File: src/rtl/lcd_spi_arbiter.sv
// Round-robin / lockable arbiter in front of the single SPI byte writer of the 12864 LCD path.
// Requesters: 0 = init sequencer, 1 = draw engine, 2 = clear/fill engine.
module lcd_spi_arbiter #(
  parameter int unsigned GAP_CYCLES     = 2,
  parameter int unsigned TIMEOUT_CYCLES = 1023
) (
  input  logic       CLK,
  input  logic       RSTn,
  input  logic [2:0] Req_Sig,
  input  logic [2:0] Lock_Sig,
  input  logic [8:0] Req_Data_0,
  input  logic [8:0] Req_Data_1,
  input  logic [8:0] Req_Data_2,
  output logic [2:0] Grant_Sig,
  output logic [2:0] Byte_Done_Sig,
  output logic [2:0] Err_Sig,
  output logic       SPI_Start_Sig,
  output logic [8:0] SPI_Data,
  input  logic       SPI_Done_Sig
);

  typedef enum logic [1:0] {
    S_IDLE,
    S_SEND,
    S_GAP
  } state_t;

  localparam bit          WD_EN    = (TIMEOUT_CYCLES != 0);
  localparam logic [15:0] WD_LAST  = 16'(TIMEOUT_CYCLES - 1);
  localparam logic [7:0]  GAP_LAST = 8'(GAP_CYCLES - 1);

  state_t      state_q, state_d;
  logic [1:0]  rr_q, rr_d;
  logic [2:0]  grant_q, grant_d;
  logic [2:0]  done_q, done_d;
  logic [2:0]  err_q, err_d;
  logic        start_q, start_d;
  logic [8:0]  data_q, data_d;
  logic [15:0] wd_q, wd_d;
  logic [7:0]  gap_q, gap_d;
  logic        abort_q, abort_d;

  logic       sel_vld;
  logic [1:0] sel_idx;
  logic [8:0] sel_data;
  logic [8:0] owner_data;
  logic       owner_keep;

  // Round-robin pick: first requester after the last winner, wrapping.
  always_comb begin
    sel_vld = |Req_Sig;
    case (rr_q)
      2'd0:    sel_idx = Req_Sig[1] ? 2'd1 : (Req_Sig[2] ? 2'd2 : 2'd0);
      2'd1:    sel_idx = Req_Sig[2] ? 2'd2 : (Req_Sig[0] ? 2'd0 : 2'd1);
      default: sel_idx = Req_Sig[0] ? 2'd0 : (Req_Sig[1] ? 2'd1 : 2'd2);
    endcase
  end

  always_comb begin
    case (sel_idx)
      2'd0:    sel_data = Req_Data_0;
      2'd1:    sel_data = Req_Data_1;
      default: sel_data = Req_Data_2;
    endcase
  end

  assign owner_data = ({9{grant_q[0]}} & Req_Data_0)
                    | ({9{grant_q[1]}} & Req_Data_1)
                    | ({9{grant_q[2]}} & Req_Data_2);

  // A locked owner keeps the bus only if the previous byte was not aborted.
  assign owner_keep = !abort_q && (|(grant_q & Lock_Sig)) && (|(grant_q & Req_Sig));

  // NOTE: every variable gets a default before the case so no path leaves it unassigned (no latches).
  always_comb begin
    state_d = state_q;
    rr_d    = rr_q;
    grant_d = grant_q;
    start_d = start_q;
    data_d  = data_q;
    wd_d    = wd_q;
    gap_d   = gap_q;
    abort_d = abort_q;
    done_d  = '0;
    err_d   = '0;
    case (state_q)
      S_IDLE: begin
        if (sel_vld) begin
          grant_d = 3'b001 << sel_idx;
          data_d  = sel_data;
          start_d = 1'b1;
          rr_d    = sel_idx;
          wd_d    = '0;
          state_d = S_SEND;
        end
      end
      S_SEND: begin
        if (SPI_Done_Sig) begin
          start_d = 1'b0;
          done_d  = grant_q;
          gap_d   = '0;
          state_d = S_GAP;
        end else if (WD_EN && wd_q == WD_LAST) begin
          start_d = 1'b0;
          err_d   = grant_q;
          abort_d = 1'b1;
          gap_d   = '0;
          state_d = S_GAP;
        end else if (WD_EN) begin
          wd_d = wd_q + 16'd1;
        end
      end
      S_GAP: begin
        if (GAP_CYCLES == 0 || gap_q == GAP_LAST) begin
          abort_d = 1'b0;
          if (owner_keep) begin
            data_d  = owner_data;
            start_d = 1'b1;
            wd_d    = '0;
            state_d = S_SEND;
          end else begin
            grant_d = '0;
            state_d = S_IDLE;
          end
        end else begin
          gap_d = gap_q + 8'd1;
        end
      end
      default: state_d = S_IDLE;
    endcase
  end

  // NOTE: sequential state uses non-blocking assignments so all registers update from pre-edge values.
  always_ff @(posedge CLK or negedge RSTn) begin
    if (!RSTn) begin
      state_q <= S_IDLE;
      rr_q    <= 2'd2;
      grant_q <= '0;
      done_q  <= '0;
      err_q   <= '0;
      start_q <= 1'b0;
      data_q  <= '0;
      wd_q    <= '0;
      gap_q   <= '0;
      abort_q <= 1'b0;
    end else begin
      state_q <= state_d;
      rr_q    <= rr_d;
      grant_q <= grant_d;
      done_q  <= done_d;
      err_q   <= err_d;
      start_q <= start_d;
      data_q  <= data_d;
      wd_q    <= wd_d;
      gap_q   <= gap_d;
      abort_q <= abort_d;
    end
  end

  assign Grant_Sig     = grant_q;
  assign Byte_Done_Sig = done_q;
  assign Err_Sig       = err_q;
  assign SPI_Start_Sig = start_q;
  assign SPI_Data      = data_q;

endmodule

File: config.mk
export PLATFORM = sky130hd
export DESIGN_NAME = lcd_spi_arbiter
export DESIGN_NICKNAME = d
export VERILOG_FILES = /design/src/rtl/lcd_spi_arbiter.sv
export SDC_FILE = /design/constraint.sdc
export NUM_CORES = 1
export LEC_CHECK = 0
export BUFFER_PORTS_ARGS = -buffer_cell sky130_fd_sc_hd__buf_2
export CORE_ASPECT_RATIO = 1.25
export CORE_MARGIN = 5
export CORE_UTILIZATION = 26
export DETAILED_ROUTE_END_ITERATION = 10
export PLACE_DENSITY_LB_ADDON = 0.12
export SYNTH_ARGS = -nofsm -noshare
export SYNTH_HDL_FRONTEND = slang
export SYNTH_SLANG_ARGS = --single-unit
File: constraint.sdc
create_clock -name CLK -period 2.46 [get_ports CLK]
set_input_delay 0 -clock CLK [delete_from_list [all_inputs] [get_ports CLK]]
set_output_delay 0 -clock CLK [all_outputs]
set_load 0.05 [all_outputs]
Word level (Yosys, flattened, before mapping)
Cells that the tools add are included.

operators by class
  bitwise gates (word level) = 7
  muxes and demuxes = 47
  shifts and indexed selects = 1
  reductions and logical operators = 20
  add/sub/neg operators = 2
  eq/ne operators = 15

operator list
  kind                   count
  $mux 16                5
  $pmux 16 s3            1
  $pmux 9 s2             2
  $and 9x9->9            3
  $mux 9                 3
  $mux 3                 8
  $mux 8                 3
  $mux 2                 9
  $or 9x9->9             2
  $add 16x1->16 const B  1
  $eq 16x10->1 const B   1
  $ne 2x2->1 const B     8
  $pmux 8 s2             1
  $reduce_and 4->1       3
  $mux 1                 10
  $reduce_or 3->1        3
  $add 8x1->8 const B    1
  $eq 8x1->1 const B     1
  $and 3x3->3            2
  $eq 2x1->1 const B     3
  $logic_not 2->1        3
  $pmux 2 s3             1
  $pmux 3 s2             1
  $reduce_and 3->1       2
  other kinds (13)       15

word-level totals
  flip-flop bits (word level) = 48
  output and inout bits = 19
  word-level logic and storage cells = 102
  input bits = 36

Depth between registers and ports, before layout
  depth in word-level cells = 7
  gate-level depth with buffers = 8
  depth with buffers taken out = 7

Worst setup path before layout
No wires, ideal clock.

  path kind = flip-flop to flip-flop
  from = register gap_q[1]
  to = register wd_q[8]
  clock period less this slack = 2.181 ns
  library setup time = 0.120 ns
  stages on the path, launching flop included = 8
  path slack = 0.279 ns
  required time = 2.340 ns
  buffers on the path = 0
  arrival time = 2.061 ns
  cell sequence = dfrtp_1 inv_1 ha_1 or4b_4 o41ai_4 o21ai_4 o31a_1 a41o_1

between the ends
  cells in the longest elaborated chain, start to end = 3

ends and longest elaborated chain
  item                               line  text
  start: declaration                 40    logic [7:0] gap_q, gap_d;
  start signal: assignment           155   gap_q <= gap_d;
  $eq 8x1->1                         114   if (GAP_CYCLES == 0 || gap_q == GAP_LAST) begin
  $ne 2x2->1 (no source line)        -
  $reduce_and 6->1 (no source line)  -
  end signal: assignment             154   wd_q <= wd_d;
  end: declaration                   39    logic [15:0] wd_q, wd_d;

No other way between the ends.
A chain may end at the register's enable or synchronous reset.

Final worst setup path
  from = register gap_q[1]
  to = register wd_q[11]

The elaborated chain is that of the path after synthesis.

==> run_results.csv <==
group,metric,value,unit
status,outcome,"finished clean",
logic_synthesis,syn_area,0.00285,sq mm
logic_synthesis,synthTopCellsByArea,"dfrtp_1 (41%), o31ai_1 (3.7%), mux2_2 (3.6%)",
critical_path,r2r_cells,8,
timing,fin_crit_sh,90.8,%
critical_path,slowest_delay,0.48,ns
floorplanning,die_w,104,um
routing,via_per_inst,5.35,
floorplanning,rows,42,
layout,layout.nets,403,
pwr,seqPwrFrac,29.1,%
critical_path,rr_endpoint,"wd_q[11]",
timing,final-setup-viol-count,0,
grt,antenna_found_initial,0,
layout,layout_common_cells,"buf_2 (54), dfrtp_1 (47), nand2_1 (24), a21oi_1 (19), buf_4 (18)",
hold_path,min_from,"SPI_Done_Sig",
logic_synthesis,synth_cell_type_count,52,
logic_synthesis,async_reset_ff_share,100,%
logic_synthesis,post-synth-top-area-cell,"dfrtp_1",
hold_path,worst_hold_path.endpoint,"Byte_Done_Sig[2]",
floorplanning,io_pins,55,
place,dp.cells,487,
clocking,cts.reportedPaths.clkPinSlew,0.07,ns
timing,rsz0062_at_grt,"no",
timing,tightest_slew,0.702,ns
grt,overflow,0,
routing,wl_per_cell,17.4,um
logic_synthesis,ys_warn_count,0,
routing,drtIter0Drc,78,
routing,drcViolationCount,0,
critical_path,r2r_setup_slack,0.23,ns
pwr,switchingPower,1800,uW
grt,grt_pass1_vias,2644,
logic_synthesis,synth_edf_count,0,
place,port_buffers,54,
grt,grt.total_usage,12.8,%
hold_path,hold_path_class,"in -> reg",
floorplanning,die_h,127,um
layout,areaGrowthSynthToFinish,23.8,%
grt,grt_pass1_wl,13900,um
logic_synthesis,synth_fp_nets,339,
layout,final_cells,496,
critical_path,worst_ep_arrival_time,2.40,ns
routing,vias,2653,
clocking,cts_tree,"yes",
pwr,p_sw_share,45.3,%
logic_synthesis,ys_ff_latch,48,
routing,totalWireLength,8650,um
pwr,p_per_area,1120,mW/mm^2
logic_synthesis,synth-seq-area-share,42.3,%
clocking,numCtsBuffers,5,
critical_path,crit_top_cell,"o31ai_1",
critical_path,rr_startpoint,"gap_q[1]",
logic_synthesis,syn_inst,299,
hold_path,min_path_cells,2,
clocking,clk_latency,0.29,ns
clocking,cts-root-buf,"clkbuf_16",
pwr,p_int,2170,uW
timing,finClkSkew,0.00594,ns
layout,n_antenna_cell,0,
timing,max_freq,448,MHz
timing,finalHoldViolations,0,
timing,relSlewSlack,53.1,%
critical_path,critical-path-top-delay-family,"compound AO/OA/AOI/OAI gates",
place,globalplace.congestion,0.768,
routing,ant_nets,0,
critical_path,critPathKind,"reg -> reg",
place,dpl.hpwl,6280,um
critical_path,required,2.63,ns
logic_synthesis,synth_top_area_share,41.3,%
timing,fin_crit,2.23,ns
floorplanning,initial_core_util,26.7,%
timing,drv_slew,0,
clocking,clockBufferDepth,2,
clocking,htreeDepth,2,
critical_path,slowest_stage,"or4b_4",
critical_path,cp_cell_sequence,"inv_1 -> ha_1 -> or4b_4 -> o41ai_4 -> o21ai_4 -> buf_12 -> o31ai_1 -> o31ai_1",
critical_path,startpoint_type,"flop",
critical_path,worstSetupEndpointType,"flop",
layout,drive_gt1_share,29.1,%
floorplanning,core,0.0107,sq mm
pwr,pwr-share-clk,17.7,%
grt,grt_max_degree,30,
logic_synthesis,synth_flop_cell,"dfrtp_1",
job,maxCapViolCount,0,
clocking,clock_sinks,48,
critical_path,path_buf_inv,2,
timing,fin_tns_setup,0,ns
critical_path,critPathMaxFanout,12,
pwr,ir_worst_vdd,0.401,mV
floorplanning,die-area,0.0131,sq mm
clocking,postCtsSetupBuffers,0,
layout,final_common_cell,"buf_2",
pwr,pwr-share-comb,53.2,%
logic_synthesis,syn_avg_cell_area,9.52,sq um
pwr,leakagePower,0.00160,uW
routing,dr.pass1.iters,4,
## synthesized netlist by cell type, types with 10 or more instances
library cell / number
a21oi_1: 19
o31ai_1: 14
clkbuf_1: 14
dfrtp_1: 47
nand2_1: 24
nand3_1: 10
inv_1: 11
a221oi_1: 10
a211oi_1: 12
nor3_1: 10
nor2_1: 15
## cells by family after synthesis
family                   synth area share [%]
AO/OA/AOI/OAI                            29.1
XOR/XNOR                                 1.54
adder cells (fa/ha/maj)                  1.76
buffers and inverters                    4.00
flip-flops                               42.3
multiplexers                             3.91
AND/OR/NAND/NOR                          17.5
## area by class of cell
type                    count  area, sq um
flip-flops and latches     48         1200
well taps                 132          165
fillers                  1147         7140
inverters                  11         41.3
clock buffers               6          139
multi-input cells         223         1530
repair buffers             74          435
clock inverters             2         10.0
## flip-flops by register name (all words and copies together), names as in the netlist
signal	cells
rr_q	2
abort_q	1
SPI_Start_Sig	1
Err_Sig	3
gap_q	8
Grant_Sig	3
SPI_Data	9
Byte_Done_Sig	3
state_q	2
wd_q	16
## power groups by stage
| stage | Combinational, uW | Sequential, uW | Clock, uW |
|---|---|---|---|
| floorplan | 1120 | 1510 | 0 |
| global placement | 2110 | 1170 | 0 |
| detailed placement | 2120 | 1170 | 0 |
| CTS | 2130 | 1150 | 725 |
| global route | 2290 | 1170 | 749 |
| finish | 2110 | 1150 | 700 |
## worst max path at each step
stage / start / to / cells after the start
2_1_floorplan: gap_q[1] / wd_q[8] / 7
3_5_place_dp: gap_q[1] / SPI_Data[8] / 7
4_1_cts: gap_q[1] / SPI_Data[8] / 7
5_1_grt: gap_q[1] / wd_q[2] / 8
6_report: gap_q[1] / wd_q[11] / 8
3_3_place_gp: gap_q[1] / SPI_Data[7] / 7
## what timing repair did
action / CTS / global route
endpoints found under the setup margin: 0 / 3
endpoints found under the hold margin: 19 / 0
hold buffers: 1 / 0
gates resized for setup: 0 / 1
## per-layer routing
layer / track usage, % / part of all wire, % / vias to the layer above
li1: - / - / 1282
met1: 15.4 / 43 / 1296
met2: 22.5 / 50 / 60
met3: 2.95 / 4.4 / 15
met4: 4.25 / 2.3 / 0
met5: 0 / 0 / -
## through the flow
step | hold WS (ns) | power, uW | setup WS, ns | utilization [%] | cell area [sq um]
floorplan | -0.296 | 2620 | 0.279 | - | 2850
global placement | 0.00877 | 3280 | 0.231 | 31.5 | 3360
detailed placement | -0.00340 | 3290 | 0.200 | 31.5 | 3360
CTS | 0.0344 | 4010 | 0.184 | 33.0 | 3520
global route | 0.0474 | 4210 | 0.0863 | 33.0 | 3520
finish | 0.0445 | 3960 | 0.226 | 33.0 | 3520
## worst register-to-register path: stages (launching register included)
cell	delay [ns]
dfrtp_1	0.43
inv_1	0.08
ha_1	0.13
or4b_4	0.48
o41ai_4	0.31
o21ai_4	0.17
buf_12	0.18
o31ai_1	0.24
o31ai_1	0.10
No activity file was read; power rests on OpenSTA's default activity.
